==> src/rtl/eth_idma_sched.sv <==
// Round-robin TX/RX descriptor scheduler driving the iDMA 1D request/response handshake.
// Define ETH_IDMA_SCHED_IRQ_EN to add the sticky completion/error interrupt (irq_o, irq_clr_i).
module eth_idma_sched #(
    parameter int unsigned AddrWidth      = 32,
    parameter int unsigned TFLenWidth     = 32,
    parameter int unsigned MaxOutstanding = 4,
    parameter logic [2:0]  ProtoAxi       = 3'd0,
    parameter logic [2:0]  ProtoAxis      = 3'd6,
    parameter int unsigned CntWidth       = 16
) (
    input  logic                              clk_i,
    input  logic                              rst_ni,
    input  logic                              tx_desc_valid_i,
    output logic                              tx_desc_ready_o,
    input  logic [AddrWidth-1:0]              tx_src_addr_i,
    input  logic [TFLenWidth-1:0]             tx_len_i,
    input  logic                              rx_desc_valid_i,
    output logic                              rx_desc_ready_o,
    input  logic [AddrWidth-1:0]              rx_dst_addr_i,
    input  logic [TFLenWidth-1:0]             rx_len_i,
    output logic                              idma_req_valid_o,
    input  logic                              idma_req_ready_i,
    output logic [AddrWidth-1:0]              idma_src_addr_o,
    output logic [AddrWidth-1:0]              idma_dst_addr_o,
    output logic [TFLenWidth-1:0]             idma_len_o,
    output logic [2:0]                        idma_src_protocol_o,
    output logic [2:0]                        idma_dst_protocol_o,
    input  logic                              idma_rsp_valid_i,
    output logic                              idma_rsp_ready_o,
    input  logic                              idma_rsp_error_i,
    output logic                              done_valid_o,
    input  logic                              done_ready_i,
    output logic                              done_dir_o,
    output logic                              done_error_o,
    output logic [$clog2(MaxOutstanding):0]   outstanding_o,
    output logic [CntWidth-1:0]               tx_count_o,
    output logic [CntWidth-1:0]               rx_count_o,
    output logic                              busy_o
`ifdef ETH_IDMA_SCHED_IRQ_EN
    ,
    input  logic                              irq_clr_i,
    output logic                              irq_o
`endif
);
    localparam int unsigned PtrW = $clog2(MaxOutstanding);
    localparam int unsigned OutW = PtrW + 1;
    localparam logic [OutW-1:0] MaxOut = OutW'(MaxOutstanding);

    typedef enum logic {IDLE = 1'b0, ISSUE = 1'b1} state_e;

    state_e                state_q, state_d;
    logic                  prio_q, prio_d;
    logic                  grant_tx, grant_rx;
    logic                  req_hs, rsp_hs;
    logic [AddrWidth-1:0]  src_q, src_d, dst_q, dst_d;
    logic [TFLenWidth-1:0] len_q, len_d;
    logic [2:0]            sproto_q, sproto_d, dproto_q, dproto_d;
    logic                  dir_q, dir_d;
    logic [MaxOutstanding-1:0] tag_q;
    logic [PtrW-1:0]       wr_ptr_q, rd_ptr_q;
    logic [OutW-1:0]       out_q, out_d;
    logic                  dvalid_q, dvalid_d, ddir_q, ddir_d, derr_q, derr_d;
    logic [CntWidth-1:0]   txc_q, txc_d, rxc_q, rxc_d;

    always_ff @(posedge clk_i) begin
        if (!rst_ni) state_q <= IDLE;
        else         state_q <= state_d;
    end

    always_comb begin
        state_d = state_q;
        case (state_q)
            IDLE:    if (grant_tx || grant_rx) state_d = ISSUE;
            ISSUE:   if (idma_req_ready_i)     state_d = IDLE;
            default: state_d = IDLE;
        endcase
    end

    // Grant is combinational: the prioritised requester wins if valid, else the other one.
    always_comb begin
        grant_tx = 1'b0;
        grant_rx = 1'b0;
        if (state_q == IDLE && out_q < MaxOut) begin
            if (!prio_q) begin
                grant_tx = tx_desc_valid_i;
                grant_rx = !tx_desc_valid_i && rx_desc_valid_i;
            end else begin
                grant_rx = rx_desc_valid_i;
                grant_tx = !rx_desc_valid_i && tx_desc_valid_i;
            end
        end
        tx_desc_ready_o  = grant_tx;
        rx_desc_ready_o  = grant_rx;
        idma_req_valid_o = (state_q == ISSUE);
    end

    assign req_hs           = idma_req_valid_o && idma_req_ready_i;
    assign idma_rsp_ready_o = (!dvalid_q || done_ready_i) && (out_q != '0);
    assign rsp_hs           = idma_rsp_valid_i && idma_rsp_ready_o;

    always_comb begin
        prio_d   = prio_q;
        src_d    = src_q;
        dst_d    = dst_q;
        len_d    = len_q;
        sproto_d = sproto_q;
        dproto_d = dproto_q;
        dir_d    = dir_q;
        if (grant_tx) begin
            prio_d   = 1'b1;
            src_d    = tx_src_addr_i;
            dst_d    = '0;
            len_d    = tx_len_i;
            sproto_d = ProtoAxi;
            dproto_d = ProtoAxis;
            dir_d    = 1'b0;
        end else if (grant_rx) begin
            prio_d   = 1'b0;
            src_d    = '0;
            dst_d    = rx_dst_addr_i;
            len_d    = rx_len_i;
            sproto_d = ProtoAxis;
            dproto_d = ProtoAxi;
            dir_d    = 1'b1;
        end

        out_d = out_q;
        if (req_hs && !rsp_hs)      out_d = out_q + OutW'(1);
        else if (!req_hs && rsp_hs) out_d = out_q - OutW'(1);

        // Responses arrive in issue order, so the FIFO head names the direction.
        dvalid_d = dvalid_q;
        ddir_d   = ddir_q;
        derr_d   = derr_q;
        txc_d    = txc_q;
        rxc_d    = rxc_q;
        if (rsp_hs) begin
            dvalid_d = 1'b1;
            ddir_d   = tag_q[rd_ptr_q];
            derr_d   = idma_rsp_error_i;
            if (tag_q[rd_ptr_q]) rxc_d = rxc_q + CntWidth'(1);
            else                 txc_d = txc_q + CntWidth'(1);
        end else if (done_ready_i) begin
            dvalid_d = 1'b0;
        end
    end

    always_ff @(posedge clk_i) begin
        if (!rst_ni) begin
            prio_q   <= 1'b0;
            src_q    <= '0;
            dst_q    <= '0;
            len_q    <= '0;
            sproto_q <= '0;
            dproto_q <= '0;
            dir_q    <= 1'b0;
            wr_ptr_q <= '0;
            rd_ptr_q <= '0;
            out_q    <= '0;
            dvalid_q <= 1'b0;
            ddir_q   <= 1'b0;
            derr_q   <= 1'b0;
            txc_q    <= '0;
            rxc_q    <= '0;
        end else begin
            prio_q   <= prio_d;
            src_q    <= src_d;
            dst_q    <= dst_d;
            len_q    <= len_d;
            sproto_q <= sproto_d;
            dproto_q <= dproto_d;
            dir_q    <= dir_d;
            if (req_hs) wr_ptr_q <= wr_ptr_q + PtrW'(1);
            if (rsp_hs) rd_ptr_q <= rd_ptr_q + PtrW'(1);
            out_q    <= out_d;
            dvalid_q <= dvalid_d;
            ddir_q   <= ddir_d;
            derr_q   <= derr_d;
            txc_q    <= txc_d;
            rxc_q    <= rxc_d;
        end
    end

    always_ff @(posedge clk_i) begin
        if (req_hs) tag_q[wr_ptr_q] <= dir_q;
    end

    assign idma_src_addr_o     = src_q;
    assign idma_dst_addr_o     = dst_q;
    assign idma_len_o          = len_q;
    assign idma_src_protocol_o = sproto_q;
    assign idma_dst_protocol_o = dproto_q;
    assign done_valid_o        = dvalid_q;
    assign done_dir_o          = ddir_q;
    assign done_error_o        = derr_q;
    assign outstanding_o       = out_q;
    assign tx_count_o          = txc_q;
    assign rx_count_o          = rxc_q;
    assign busy_o              = idma_req_valid_o || (out_q != '0) || dvalid_q;

`ifdef ETH_IDMA_SCHED_IRQ_EN
    logic irq_q;
    always_ff @(posedge clk_i) begin
        if (!rst_ni)                                             irq_q <= 1'b0;
        else if ((dvalid_q && done_ready_i) || (rsp_hs && idma_rsp_error_i)) irq_q <= 1'b1;
        else if (irq_clr_i)                                      irq_q <= 1'b0;
    end
    assign irq_o = irq_q;
`endif
endmodule

==> config.mk <==
export PLATFORM = sky130hd
export DESIGN_NAME = eth_idma_sched
export DESIGN_NICKNAME = d
export VERILOG_FILES = /design/src/rtl/eth_idma_sched.sv
export SDC_FILE = /design/constraint.sdc
export NUM_CORES = 1
export LEC_CHECK = 0
export ABC_CLOCK_PERIOD_IN_PS = 6100
export CORE_MARGIN = 3
export CORE_UTILIZATION = 44
export DETAILED_ROUTE_END_ITERATION = 12
export PLACE_DENSITY = 0.84
export RECOVER_POWER = 25
export SETUP_SLACK_MARGIN = 0.2
export SKIP_CTS_REPAIR_TIMING = 1
export SYNTH_ARGS = -nofsm -noshare
export SYNTH_HDL_FRONTEND = slang
export SYNTH_SLANG_ARGS = --single-unit
==> constraint.sdc <==
create_clock -name clk_i -period 6.1 [get_ports clk_i]
set_clock_uncertainty 0.2 [all_clocks]
set_input_delay 1.22 -clock clk_i [delete_from_list [all_inputs] [get_ports clk_i]]
set_output_delay 1.22 -clock clk_i [all_outputs]
set_load 0.05 [all_outputs]
==> results.sh <==
export IMPL_ys_seq_area_share_pct=49.6
export IMPL_yosys_warnings=0
export IMPL_die_width_um=122
export IMPL_synth_cell_types=39
export IMPL_power_density_nw_per_um2=407
export IMPL_ctsRootBufferMaster="clkbuf_16"
export IMPL_holdPathStages=2
export IMPL_fin_crit_ns=4.63
export IMPL_synth_edf_count=4
export IMPL_core_um2=12900
export IMPL_yosysMostFrequentCell="nand2_1"
export IMPL_ys_async_sr_fraction_pct=0
export IMPL_wl_per_cell_um=16.6
export IMPL_core_rowCount=41
export IMPL_ys_seq_elements=145
export IMPL_crit_type="in2out"
export IMPL_p_seq_share_pct=31.7
export IMPL_grt_usage_pct=25.1
export IMPL_fin_area_um2=9390
export IMPL_maxSlewHeadroom_pct=-95.7
export IMPL_clkPwrFrac_pct=29.5
export IMPL_clkTransAtPathRegs_ns=0.06
export IMPL_die_area_um2=14900
export IMPL_rr_startpoint="outstanding_o[2]$_SDFFE_PN0P_"
export IMPL_intPower_w=0.00232
export IMPL_wirelength_um=18800
export IMPL_slew_violations=67
export IMPL_hold_path_end="idma_dst_addr_o[6]$_SDFFE_PP0P_"
export IMPL_antenna_found_initial=0
export IMPL_synth_top_area_share_pct=47.5
export IMPL_worst_pin_slew_ns=2.94
export IMPL_setup_slack_ns=1.47
export IMPL_hp_class="reg2reg"
export IMPL_syn_area_um2=5940
export IMPL_drt_iter0_drc=499
export IMPL_initial_core_util_pct=45.9
export IMPL_die_h_um=122
export IMPL_num_vias=6008
export IMPL_clock_latency_ns=0.42
export IMPL_period_share_pct=75.9
export IMPL_cts_htree_levels=4
export IMPL_io_pins=281
export IMPL_start_kind="input pin"
export IMPL_p_leak_nw=3.55
export IMPL_via_per_inst=5.29
export IMPL_crit_fanout=34
export IMPL_cts_num_sinks=145
export IMPL_overflow=0
export IMPL_hp_start="idma_dst_addr_o[6]$_SDFFE_PP0P_"
export IMPL_place_congestion=0.808
export IMPL_cp_end_kind="primary output"
export IMPL_synth_top_area_cell="dfxtp_1"
export IMPL_power_share_combinational_pct=38.8
export IMPL_grt_setup_unrepaired="no"
export IMPL_grt_max_degree=67
export IMPL_drc_errors=0
export IMPL_violations="max-capacitance violations, max-slew violations"
export IMPL_final_setup_viol_count=0
export IMPL_critPathArrivalTime_ns=3.21
export IMPL_clock_path_buffers=2
export IMPL_yosys_top_cells_count="nand2_1, dfxtp_1, nor2_1"
export IMPL_swShare_pct=39.2
export IMPL_synth_area_top_cells="dfxtp_1, nand2_1, nor2_1, a311oi_1, a21oi_1"
export IMPL_cts_tree="yes"
export IMPL_post_place_ws_ns=1.48
export IMPL_cts_inserted_buffers=17
export IMPL_status="finished with violations"
export IMPL_drive_above_1_share_pct=4.57
export IMPL_fmax_mhz=216
export IMPL_portBuffers=278
export IMPL_fin_setup_tns_ns=0
export IMPL_rrSetupSlack_ns=2.03
export IMPL_reg2reg_to="idma_len_o[24]$_SDFFE_PN0P_"
export IMPL_syn_to_final_growth_pct=58.2
export IMPL_utilization_pct=72.6
export IMPL_crit_required_ns=4.68
export IMPL_report_power_total_w=0.00382
export IMPL_p_switching_w=0.00150
export IMPL_grt_pass1_vias=5628
export IMPL_ir_worst_vdd_v=0.000298
export IMPL_layout_nets=1095
export IMPL_final_hold_viol_count=0
export IMPL_syn_instance_count=704
export IMPL_drtAntennaViolNets=0
export IMPL_dpl_instance_area_um2=8750
export IMPL_cap_violations=1
export IMPL_first_pass_iters=5
export IMPL_r2r_cells=6
export IMPL_ys_flop_type="dfxtp_1"
export IMPL_grt_first_pass_wirelength_um=29200
export IMPL_avgSynthCellArea_um2=8.43
export IMPL_n_antenna_cell=0
export IMPL_hpwlAfterDp_um=12900
==> power by group through the flow <==
stage | Sequential, W | Combinational (W) | Clock, W
floorplan | 0.00171 | 0.000505 | 0
global placement | 0.00123 | 0.00149 | 0
detailed placement | 0.00123 | 0.00150 | 0
CTS | 0.00121 | 0.00151 | 0.00114
global route | 0.00123 | 0.00157 | 0.00119
finish | 0.00121 | 0.00148 | 0.00113
==> per-layer routing <==
layer | track usage [%] | up-vias | share of wire [%]
met5 | 0 | - | 0
met4 | 9.10 | 0 | 2.5
met3 | 11.7 | 33 | 9.9
met2 | 40.6 | 242 | 49
met1 | 29.2 | 2784 | 39
li1 | - | 2949 | -
==> through the flow <==
step / hold WS (ns) / instances
2_1_floorplan: 0.269 / 705
3_3_place_gp: 0.241 / 1104
3_5_place_dp: 0.246 / 1104
4_1_cts: 0.253 / 1135
5_1_grt: 0.270 / 1135
6_report: 0.248 / 1135
==> worst max-delay path by stage <==
stage | from | end | cells after the start
4_1_cts | rx_desc_valid_i | tx_desc_ready_o | 6
5_1_grt | tx_desc_valid_i | idma_len_o[12]$_SDFFE_PN0P_ | 7
2_1_floorplan | rx_desc_valid_i | tx_desc_ready_o | 4
3_5_place_dp | rx_desc_valid_i | tx_desc_ready_o | 6
6_report | rx_desc_valid_i | tx_desc_ready_o | 6
3_3_place_gp | rx_desc_valid_i | tx_desc_ready_o | 6
==> flip-flops by register name, summed over array words and instances (netlist names) <==
signal and cells:
tx_count_o 16, rd_ptr_q 2, tag_q 4, wr_ptr_q 2
done_error_o 1, idma_dst_addr_o 32, idma_dst_protocol_o 1, idma_src_protocol_o 1
rx_count_o 16, done_valid_o 1, done_dir_o 1, outstanding_o 3
idma_len_o 32, idma_req_valid_o 1, idma_src_addr_o 32
==> final cells by class <==
class | count | area [µm²]
repair buffers | 284 | 2820
flip-flops and latches | 145 | 2940
multi-input cells | 493 | 2720
fillers | 986 | 3540
well taps | 172 | 215
clock buffers | 22 | 494
inverters | 10 | 37.5
clock inverters | 9 | 153
==> cells by family (layout without fill, tap and decap cells) <==
family	Yosys count	count (layout)	synth area share, %
mux	18	18	3.25
compound gates	134	134	15.1
buf+inv	67	325	4.85
xor+xnor	7	7	1.03
fa+ha+maj	8	8	1.81
simple gates	324	324	24.3
flops	145	145	49.6
other cells	1	2	0.0632
==> cells in the final DEF (no fill, tap or decap), drive strengths merged <==
| cell | n |
|---|---|
| a21oi | 52 |
| a22oi | 32 |
| a311oi | 32 |
| and2 | 2 |
| and3 | 6 |
| and4 | 4 |
| buf | 5 |
| bufinv | 4 |
| clkbuf | 23 |
| clkdlybuf4s50 | 214 |
| clkinv | 6 |
| conb | 2 |
| dfxtp | 141 |
| dlygate4sd3 | 64 |
| edfxtp | 4 |
| fa | 1 |
| ha | 7 |
| inv | 9 |
| mux2i | 17 |
| mux4 | 1 |
| nand2 | 160 |
| nand2b | 15 |
| nand3 | 14 |
| nand3b | 1 |
| nand4 | 10 |
| nor2 | 78 |
| nor2b | 1 |
| nor3 | 2 |
| nor4 | 12 |
| nor4b | 1 |
| o21ai | 8 |
| o311a | 1 |
| o31ai | 9 |
| or2 | 1 |
| or3 | 8 |
| or4 | 9 |
| xnor2 | 2 |
| xor2 | 5 |
==> worst max-delay path, stage by stage <==
cell,delay [ns]
clkdlybuf4s50_1,0.49
nand2_1,0.12
nand3_2,0.08
clkinv_1,0.07
buf_4,0.33
clkdlybuf4s50_1,0.89
No activity file was read; power rests on OpenSTA's default activity.
